## config.mk

```make
export PLATFORM = sky130hd
export DESIGN_NAME = load_store_stream_sched
export DESIGN_NICKNAME = d
export VERILOG_FILES = /design/src/rtl/mage_pkg.sv /design/src/rtl/lss_sched_table.sv /design/src/rtl/load_store_stream_sched.sv
export SDC_FILE = /design/constraint.sdc
export NUM_CORES = 1
export LEC_CHECK = 0
export BUFFER_PORTS_ARGS = -buffer_cell sky130_fd_sc_hd__buf_4
export CAP_MARGIN = 15
export CELL_PAD_IN_SITES_DETAIL_PLACEMENT = 0
export CELL_PAD_IN_SITES_GLOBAL_PLACEMENT = 1
export CORE_UTILIZATION = 44
export DETAILED_ROUTE_END_ITERATION = 10
export GPL_TIMING_DRIVEN = 0
export HOLD_SLACK_MARGIN = 0.08
export PLACE_DENSITY_LB_ADDON = 0.25
export RECOVER_POWER = 100
export SLEW_MARGIN = 20
export SYNTH_ARGS = -nofsm -noshare
export SYNTH_HDL_FRONTEND = slang
export SYNTH_SLANG_ARGS = --single-unit
```

## constraint.sdc

```tcl
create_clock -name clk_i -period 2.91 [get_ports clk_i]
set_clock_uncertainty 0.15 [all_clocks]
set_input_delay 0.291 -clock clk_i [delete_from_list [all_inputs] [get_ports clk_i]]
set_output_delay 0.291 -clock clk_i [all_outputs]
set_load 0.02 [all_outputs]
```

## src/rtl/mage_pkg.sv

```systemverilog
// mage_pkg: shared crossbar widths and load/store stream scheduler types
package mage_pkg;
    localparam int LOG_N_AGE_PER_STREAM = 2;
    localparam int LOG_N_PE_PER_GROUP   = 2;
    localparam int LSS_DUR_W            = 8;

    typedef struct packed {
        logic [LOG_N_AGE_PER_STREAM-1:0] l_sel;
        logic [LOG_N_PE_PER_GROUP-1:0]   s_sel;
        logic [LSS_DUR_W-1:0]            dur;
    } lss_entry_t;

    typedef enum logic [1:0] {IDLE, RUN, DONE} lss_state_e;
endpackage

```

## src/rtl/lss_sched_table.sv

```systemverilog
// lss_sched_table: schedule entry register array, one write port, combinational read
module lss_sched_table
    import mage_pkg::*;
#(
    parameter int N_ENTRIES     = 8,
    parameter int LOG_N_ENTRIES = $clog2(N_ENTRIES)
) (
    input  logic                     clk_i,
    input  logic                     rst_i,
    input  logic                     we_i,
    input  logic [LOG_N_ENTRIES-1:0] waddr_i,
    input  lss_entry_t               wdata_i,
    input  logic [LOG_N_ENTRIES-1:0] raddr_i,
    output lss_entry_t               rdata_o
);
    lss_entry_t tab_q [N_ENTRIES];

    // table storage, cleared by reset
    always_ff @(posedge clk_i) begin
        if (rst_i) begin
            for (int i = 0; i < N_ENTRIES; i++) tab_q[i] <= '0;
        end else if (we_i) begin
            tab_q[waddr_i] <= wdata_i;
        end
    end

    // write-through so an entry written in the start cycle is the one the run loads
    assign rdata_o = (we_i && waddr_i == raddr_i) ? wdata_i : tab_q[raddr_i];
endmodule

```

## src/rtl/load_store_stream_sched.sv

```systemverilog
// load_store_stream_sched: time-multiplexed load/store selector sequencer; LSS_SCHED_PERF_EN adds a stall counter
module load_store_stream_sched
    import mage_pkg::*;
#(
    parameter int N_ENTRIES     = 8,
    parameter int LOG_N_ENTRIES = $clog2(N_ENTRIES),
    parameter int DUR_W         = LSS_DUR_W,
    parameter int ITER_W        = 8
) (
    input  logic                            clk_i,
    input  logic                            rst_i,
    input  logic                            cfg_we_i,
    input  logic [LOG_N_ENTRIES-1:0]        cfg_addr_i,
    input  logic [LOG_N_AGE_PER_STREAM-1:0] cfg_l_sel_i,
    input  logic [LOG_N_PE_PER_GROUP-1:0]   cfg_s_sel_i,
    input  logic [DUR_W-1:0]                cfg_dur_i,
    input  logic [LOG_N_ENTRIES:0]          cfg_n_entries_i,
    input  logic [ITER_W-1:0]               cfg_n_iter_i,
    input  logic                            start_i,
    input  logic                            abort_i,
    input  logic                            stall_i,
    output logic [LOG_N_AGE_PER_STREAM-1:0] l_stream_sel_o,
    output logic [LOG_N_PE_PER_GROUP-1:0]   s_stream_sel_o,
    output logic                            sel_valid_o,
    output logic [LOG_N_ENTRIES-1:0]        entry_idx_o,
    output logic                            busy_o,
    output logic                            done_o
`ifdef LSS_SCHED_PERF_EN
    ,
    output logic [31:0]                     perf_stall_cnt_o
`endif
);
    lss_state_e                      state_q, state_d;
    logic [LOG_N_ENTRIES-1:0]        entry_q, entry_d, nxt_entry, raddr;
    logic [ITER_W-1:0]               iter_q, iter_d, n_iter_q, n_iter_d;
    logic [DUR_W-1:0]                dur_q, dur_d, rd_dur;
    logic [LOG_N_ENTRIES:0]          n_ent_q, n_ent_d, n_ent_clamp;
    logic [LOG_N_AGE_PER_STREAM-1:0] l_sel_q, l_sel_d;
    logic [LOG_N_PE_PER_GROUP-1:0]   s_sel_q, s_sel_d;
    logic                            last_entry, last_iter;
    lss_entry_t                      wr_entry, rd_entry;

    assign wr_entry = '{l_sel: cfg_l_sel_i, s_sel: cfg_s_sel_i, dur: LSS_DUR_W'(cfg_dur_i)};

    lss_sched_table #(
        .N_ENTRIES     (N_ENTRIES),
        .LOG_N_ENTRIES (LOG_N_ENTRIES)
    ) u_table (
        .clk_i   (clk_i),
        .rst_i   (rst_i),
        .we_i    (cfg_we_i && state_q == IDLE),
        .waddr_i (cfg_addr_i),
        .wdata_i (wr_entry),
        .raddr_i (raddr),
        .rdata_o (rd_entry)
    );

    assign n_ent_clamp = (cfg_n_entries_i > (LOG_N_ENTRIES+1)'(N_ENTRIES)) ? (LOG_N_ENTRIES+1)'(N_ENTRIES) : cfg_n_entries_i;
    assign rd_dur      = (rd_entry.dur == '0) ? DUR_W'(1) : DUR_W'(rd_entry.dur);
    assign last_entry  = {1'b0, entry_q} == n_ent_q - (LOG_N_ENTRIES+1)'(1);
    assign last_iter   = iter_q == n_iter_q - ITER_W'(1);
    assign nxt_entry   = last_entry ? '0 : entry_q + LOG_N_ENTRIES'(1);
    assign raddr       = (state_q == RUN) ? nxt_entry : '0;

    // next-state: start sampling, duration countdown, entry/iteration walk, abort
    always_comb begin
        state_d  = state_q;
        entry_d  = entry_q;
        iter_d   = iter_q;
        dur_d    = dur_q;
        n_ent_d  = n_ent_q;
        n_iter_d = n_iter_q;
        l_sel_d  = l_sel_q;
        s_sel_d  = s_sel_q;
        if (abort_i) begin
            state_d = IDLE;
            entry_d = '0;
            iter_d  = '0;
            dur_d   = '0;
            l_sel_d = '0;
            s_sel_d = '0;
        end else begin
            case (state_q)
                IDLE: if (start_i) begin
                    n_ent_d  = n_ent_clamp;
                    n_iter_d = cfg_n_iter_i;
                    if (n_ent_clamp == '0 || cfg_n_iter_i == '0) begin
                        state_d = DONE;
                    end else begin
                        state_d = RUN;
                        entry_d = '0;
                        iter_d  = '0;
                        dur_d   = rd_dur;
                        l_sel_d = rd_entry.l_sel;
                        s_sel_d = rd_entry.s_sel;
                    end
                end
                RUN: if (!stall_i) begin
                    if (dur_q > DUR_W'(1)) begin
                        dur_d = dur_q - DUR_W'(1);
                    end else if (last_entry && last_iter) begin
                        state_d = DONE;
                        entry_d = '0;
                        dur_d   = '0;
                        l_sel_d = '0;
                        s_sel_d = '0;
                    end else begin
                        entry_d = nxt_entry;
                        iter_d  = last_entry ? iter_q + ITER_W'(1) : iter_q;
                        dur_d   = rd_dur;
                        l_sel_d = rd_entry.l_sel;
                        s_sel_d = rd_entry.s_sel;
                    end
                end
                DONE: state_d = IDLE;
                default: state_d = IDLE;
            endcase
        end
    end

    // state and counter registers
    always_ff @(posedge clk_i) begin
        if (rst_i) begin
            state_q  <= IDLE;
            entry_q  <= '0;
            iter_q   <= '0;
            dur_q    <= '0;
            n_ent_q  <= '0;
            n_iter_q <= '0;
            l_sel_q  <= '0;
            s_sel_q  <= '0;
        end else begin
            state_q  <= state_d;
            entry_q  <= entry_d;
            iter_q   <= iter_d;
            dur_q    <= dur_d;
            n_ent_q  <= n_ent_d;
            n_iter_q <= n_iter_d;
            l_sel_q  <= l_sel_d;
            s_sel_q  <= s_sel_d;
        end
    end

    assign l_stream_sel_o = l_sel_q;
    assign s_stream_sel_o = s_sel_q;
    assign sel_valid_o    = state_q == RUN;
    assign entry_idx_o    = entry_q;
    assign busy_o         = state_q != IDLE;
    assign done_o         = state_q == DONE;

`ifdef LSS_SCHED_PERF_EN
    logic [31:0] perf_q;

    // stalled RUN cycles, restarted by each accepted start, saturating
    always_ff @(posedge clk_i) begin
        if (rst_i) begin
            perf_q <= '0;
        end else if (state_q == IDLE && start_i && !abort_i) begin
            perf_q <= '0;
        end else if (state_q == RUN && stall_i && !(&perf_q)) begin
            perf_q <= perf_q + 32'd1;
        end
    end

    assign perf_stall_cnt_o = perf_q;
`endif
endmodule

```

## After elaboration in Yosys (flattened, before gate mapping)

Memory sizes are Yosys's and may differ from the RTL's.
Index checks and enable logic that the tools add are counted.

- Bits in registers: 37
- Memory bits (writable): 96
- Bits of input ports: 33
- Output and inout bits: 10
- Word-level logic and storage cells: 96
- Memories kept: 1

- $add $sub $neg: 5
- Order comparisons: 2
- Equality and inequality tests: 12
- Mux-type cells: 50
- Bitwise logic cells: 1
- Reductions and logical operators: 17

Memories:

| memory | words | bits a word | read ports | clocked after Yosys merged registers in | wr ports | line | text |
|---|---|---|---|---|---|---|---|
| u_table.tab_q | 8 | 12 | 1 | 0 | 8 | lss_sched_table.sv:16 | `lss_entry_t tab_q [N_ENTRIES];` |

Operators by type and width:

| operator | number |
|---|---|
| $mux W8 | 12 |
| $pmux W8 S2 | 2 |
| $mux W2 | 15 |
| $mux W12 | 2 |
| $mux W3 | 8 |
| $logic_not A8 Y1 | 2 |
| $sub A8 B1 Y8 const B | 2 |
| $pmux W2 S2 | 3 |
| $reduce_or A12 Y1 | 1 |
| $ne A2 B2 Y1 const B | 5 |
| $add A8 B1 Y8 const B | 1 |
| $eq A8 B8 Y1 | 1 |
| $gt A8 B1 Y1 const B | 1 |
| $reduce_and A4 Y1 | 2 |
| $reduce_and A7 Y1 | 1 |
| $mux W1 | 6 |
| $pmux W3 S2 | 1 |
| $reduce_and A5 Y1 | 1 |
| $eq A3 B4 Y1 | 1 |
| $gt A4 B4 Y1 const B | 1 |
| $logic_not A4 Y1 | 1 |
| $mux W4 | 1 |
| $ne A2 B1 Y1 const B | 2 |
| $reduce_bool A2 Y1 | 2 |
| other kinds (11) | 13 |

## Longest topological paths before layout

- Depth after elaboration: 13
- Mapped depth: 13
- Depth with buffers taken out: 11

## By module

From an unflattened synthesis, not the netlist that was laid out.

- Cells, all modules: 574
- Area, all modules: 6,847.8 sq um

By module, submodules not included:

| module | times used | cells each | area each (sq um) | seq. area each (sq um) |
|---|---|---|---|---|
| lss_sched_table | 1 | 281 | 4,623.2 | 2,882.8 |
| load_store_stream_sched | 1 | 293 | 2,224.6 | 740.7 |

## Worst setup path after synthesis

OpenSTA, ideal clock, no wires.

- Path kind: register -> register
- Start: reg entry_q[1] (netlist: entry_idx_o[1])
- End: reg dur_q[3]
- Library setup time: 123 ps
- Data arrival time: 2,633 ps
- Required time: 2,637 ps
- Slack: 4 ps
- Stages on the path, launching flop included: 10
- Path buffers: 2
- Clock period less this slack: 2,906 ps
- Cell sequence: dfxtp_1 -> ha_1 -> clkbuf_1 -> buf_1 -> nand2_1 -> o32ai_1 -> o21ai_0 -> mux2_2 -> a221oi_1 -> nor2_1

- Cells in the longest elaborated chain, start to end: 12
- Elaborated cells on any way between the ends: 17
- Classes of those cells: add/sub (1); eq/ne (2); mux (10); reduce/logical (3); memory (1)

RTL lines:

| element | line | text |
|---|---|---|
| start: declaration | load_store_stream_sched.sv:34 | `logic [LOG_N_ENTRIES-1:0] entry_q, entry_d, nxt_entry, raddr;` |
| start signal: assignment | load_store_stream_sched.sv:134 | `entry_q <= entry_d;` |
| parallel branches: the longest is 11 deep, another holds $mem_v2 Z8 W12 | -- |  |
| $pmux W8 S2 (*) | load_store_stream_sched.sv:83 | `case (state_q)` |
| end signal: assignment | load_store_stream_sched.sv:136 | `dur_q <= dur_d;` |
| end: declaration | load_store_stream_sched.sv:36 | `logic [DUR_W-1:0] dur_q, dur_d, rd_dur;` |

Mark *: on every way between the ends. The select of a mux whose other input is x is not followed.
A chain may end at the register's enable or synchronous reset.

## Final worst setup path

- Start: reg n_ent_q[0]
- End: reg dur_q[0]

- Cells in the longest elaborated chain, start to end: 13
- Elaborated cells on any way between the ends: 17
- Classes of those cells: add/sub (1); eq/ne (2); mux (10); reduce/logical (3); memory (1)

RTL lines:

| element | line | text |
|---|---|---|
| start: declaration | load_store_stream_sched.sv:37 | `logic [LOG_N_ENTRIES:0] n_ent_q, n_ent_d, n_ent_clamp;` |
| start signal: assignment | load_store_stream_sched.sv:137 | `n_ent_q <= n_ent_d;` |
| $sub A4 B1 Y4 (*) | load_store_stream_sched.sv:60 | `assign last_entry = {1'b0, entry_q} == n_ent_q - (LOG_N_ENTRIES+1)'(1);` |
| $eq A3 B4 Y1 (*) | load_store_stream_sched.sv:60 |  |
| parallel branches: the longest is 10 deep, another holds $mem_v2 Z8 W12 | -- |  |
| $pmux W8 S2 (*) | load_store_stream_sched.sv:83 |  |

Marked as above.

==> run_results.csv <==
group,metric,value,unit
outcome,status,"complete, but fails checks",
outcome,violations,"negative setup slack",
floorplan,num_rows,44,
logic_synthesis,syn_inst,661,
drt,drc,0,
grt,first_global_vias,5285,
drt,ant_nets,0,
timing,finalSetupViolations,1,
timing,grt_setup_unrepaired,"yes",
run,cap_violations,0,
floorplan,die_h,126,um
logic_synthesis,yosysTopAreaCellShare,42.6,%
floorplan,core,14800,um2
pwr,p_switching,1.11,mW
floorplan,die_w,126,um
place,preCtsSetupSlack,-950,ps
logic_synthesis,syn_nets,700,
layout,drive_gt1_share,17.2,%
worst_setup_path,start_kind,"flop",
grt,grt_util_all_layers,23.9,%
logic_synthesis,synth_seq_cells,133,
worst_hold_path,min_path_type,"input port to flop",
cts,htree_levels,4,
timing,tightest_slew,1090,ps
logic_synthesis,synth_ff_type,"edfxtp_1",
pwr,pwr-share-comb,10.1,%
worst_setup_path,critPathCaptureType,"flop",
worst_setup_path,r2r_end,"dur_q[0]",
worst_setup_path,criticalPathCategory,"flop to flop",
worst_setup_path,cp_common_cell,"buf_12",
layout,fin_area,8340,um2
timing,timing.final.crit_share,100,%
cts,clk_pin_slew,60,ps
grt,grt_antenna_before_repair,0,
logic_synthesis,synth_top_cells_by_count,"96 x edfxtp_1, 85 x and2_1, 67 x nand2_1, 51 x nor2_1, 47 x a21oi_1",
drt,via_per_inst,5.59,
layout,nets,794,
place,globalplace.congestion,0.858,
drt,finalWirelength,17.9,mm
drt,drtPass1Iterations,5,
logic_synthesis,synth.distinct_cells,61,
worst_setup_path,crit_path_max_fanout,10,
floorplan,dieArea,15900,um2
grt,grt_pass1_wl,28.5,mm
floorplan,io_pins,43,
logic_synthesis,synth_area_leaders,"edfxtp_1 43%, dfxtp_1 11%, and2_1 7.9%",
logic_synthesis,yosysMostFrequentCell,"edfxtp_1",
logic_synthesis,synth-edff-count,96,
layout,area_growth_syn_to_layout,23.4,%
timing,fin_ws,-13.3,ps
cts,cts_buffers,17,
cts,cts_buffer_depth,2,
logic_synthesis,ys_seq_area_share,53.6,%
place,io_buffers,40,
place,dpl-instance-area,7290,um2
pwr,max-vdd-ir-drop,0.404,mV
floorplan,start_util,45.8,%
pwr,p_sw_share,23.9,%
pwr,p_leak,3.02,nW
logic_synthesis,postSynth.asyncResetShare,0,%
timing,finalHoldViolCount,0,
pwr,p_clk_share,43.8,%
drt,dr.first_iter.drc_count,368,
pwr,p_int,3.54,mW
worst_setup_path,critPathSlowestCell,"or4_4",
pwr,power.density,558,nW/um2
timing,fin_crit,2920,ps
logic_synthesis,synth_area_per_cell,10.2,um2
timing,drv_slew,0,
logic_synthesis,synthesis.area,6760,um2
worst_hold_path,holdPathEnd,"u_table.tab_q[2][10]",
grt,gr-total-overflow,0,
worst_setup_path,worst_path_largest_cell_delay,450,ps
worst_setup_path,arrival,3090,ps
timing,relSlewSlack,27.3,%
logic_synthesis,synth_top_area_cell,"edfxtp_1",
worst_setup_path,r2r.worst_path.cells,10,
worst_setup_path,reg2reg_slack,-10,ps
logic_synthesis,synth_warnings,0,
worst_setup_path,crit_chain,"or3_4 -> o211a_4 -> a21o_4 -> xnor2_1 -> or4_4 -> buf_12 -> buf_12 -> mux2i_4 -> and4b_1 -> a21bo_1",
worst_setup_path,cp_data_required_time,3080,ps
drt,wl_per_cell,18.9,um
place,hpwl,12.4,mm
timing,max_freq,342,MHz
pwr,pwr-share-seq,46.2,%
worst_setup_path,rr_startpoint,"n_ent_q[0]",
layout,diodes,0,
cts,clock_latency,430,ps
worst_hold_path,hp-start,"cfg_l_sel_i[0]",
drt,num_vias,5307,
cts,clkSinkCount,133,
cts,root_buffer,"clkbuf_16",
worst_hold_path,whs_path_depth,2,
layout,fill_cells,1302,
cts,cts_tree,"yes",
grt,grt_max_degree,17,
## logic make-up after synthesis
group,Yosys count,synth area share (%)
fa+ha+maj,6,1.11
mux,21,3.65
simple gates,303,23.4
flops,133,53.6
compound gates,129,12.5
buf+inv,48,2.85
xor+xnor,21,2.94
## power by group through the flow
stage	clock network [mW]	logic, mW	registers [mW]
floorplan	0	0.262	2.18
global placement	0	0.401	2.18
detailed placement	0	0.410	2.19
CTS	2.05	0.453	2.15
global route	2.14	0.511	2.16
finish	2.04	0.468	2.15
## state kept, by name, summed over array words and instances (netlist names)
register	flops
dur_q	8
entry_idx_o	3
iter_q	8
l_stream_sel_o	2
n_ent_q	4
n_iter_q	8
s_stream_sel_o	2
state_q	2
u_table.tab_q	96
## per-stage QoR
step / setup TNS [ps] / util, % / std cells / hold slack (ps) / power, mW
after floorplan: 0 / - / 661 / 277 / 2.44
after global placement: -7250 / 49.4 / 885 / 317 / 2.58
after detailed placement: -7870 / 49.4 / 885 / 328 / 2.59
after CTS: -57.0 / 55.5 / 941 / 80.8 / 4.65
after global routing: -205 / 56.5 / 950 / 92.3 / 4.81
final: -13.3 / 56.5 / 950 / 91.6 / 4.66
## cell usage in the layout (no fill, tap or decap), drive strengths merged, types with 10 or more instances in the layout
master        n
o21ai        27
nor2         51
dfxtp        37
and2         85
mux2i        13
clkinv       10
nand3        14
or2          12
dlygate4sd3  21
nand2        67
inv          10
xnor2        11
nor3         27
buf          55
clkbuf       55
a21oi        48
edfxtp       96
## worst max-delay path: cells and delay by family (launching register included)
| family | cells | cell delay (ps) |
|---|---|---|
| and+or+nand+nor | 3 | 1050 |
| AOI/OAI and AO/OA | 3 | 660 |
| DFF | 1 | 340 |
| buffers and inverters | 2 | 290 |
| muxes | 1 | 190 |
| xor gates and xnor gates | 1 | 110 |
## what timing repair did
action,CTS,global route
hold buffers,21,0
endpoints found under the setup margin,19,23
setup buffers,6,10
pin swaps,3,7
resized for setup,28,29
hold endpoints to repair,51,0
## worst max-delay path by stage
stage	from	to	slack, ps	depth (start not counted)
finish	n_ent_q[0]	dur_q[0]	-10	10
CTS	n_ent_q[0]	dur_q[0]	-30	9
detailed placement	entry_idx_o[1]	dur_q[3]	-950	9
global route	n_ent_q[1]	dur_q[0]	-60	10
global placement	entry_idx_o[1]	dur_q[3]	-900	9
floorplan	entry_idx_o[1]	dur_q[3]	4	9
## layout make-up
cell class	count	area, um2	area share (%)
flip-flops and latches	133	3630	43.5
well taps	184	230	2.76
plain buffers	34	185	2.22
multi-input cells	480	3080	37.0
inverters	12	45.0	0.540
clock buffers	20	437	5.24
repair buffers	77	617	7.40
clock inverters	10	110	1.32
## per-layer routing
layer / wire length (um) / vias up / share of wire [%] / GRT usage [%]
met4: 320 / 0 / 1.8 / 7.51
met3: 969 / 24 / 5.4 / 5.65
li1: - / 2583 / - / -
met5: 0 / - / 0 / 0
met1: 7720 / 2564 / 43 / 29.4
met2: 8920 / 136 / 50 / 41.4
Note: power is estimated with default switching activity, not from simulation.
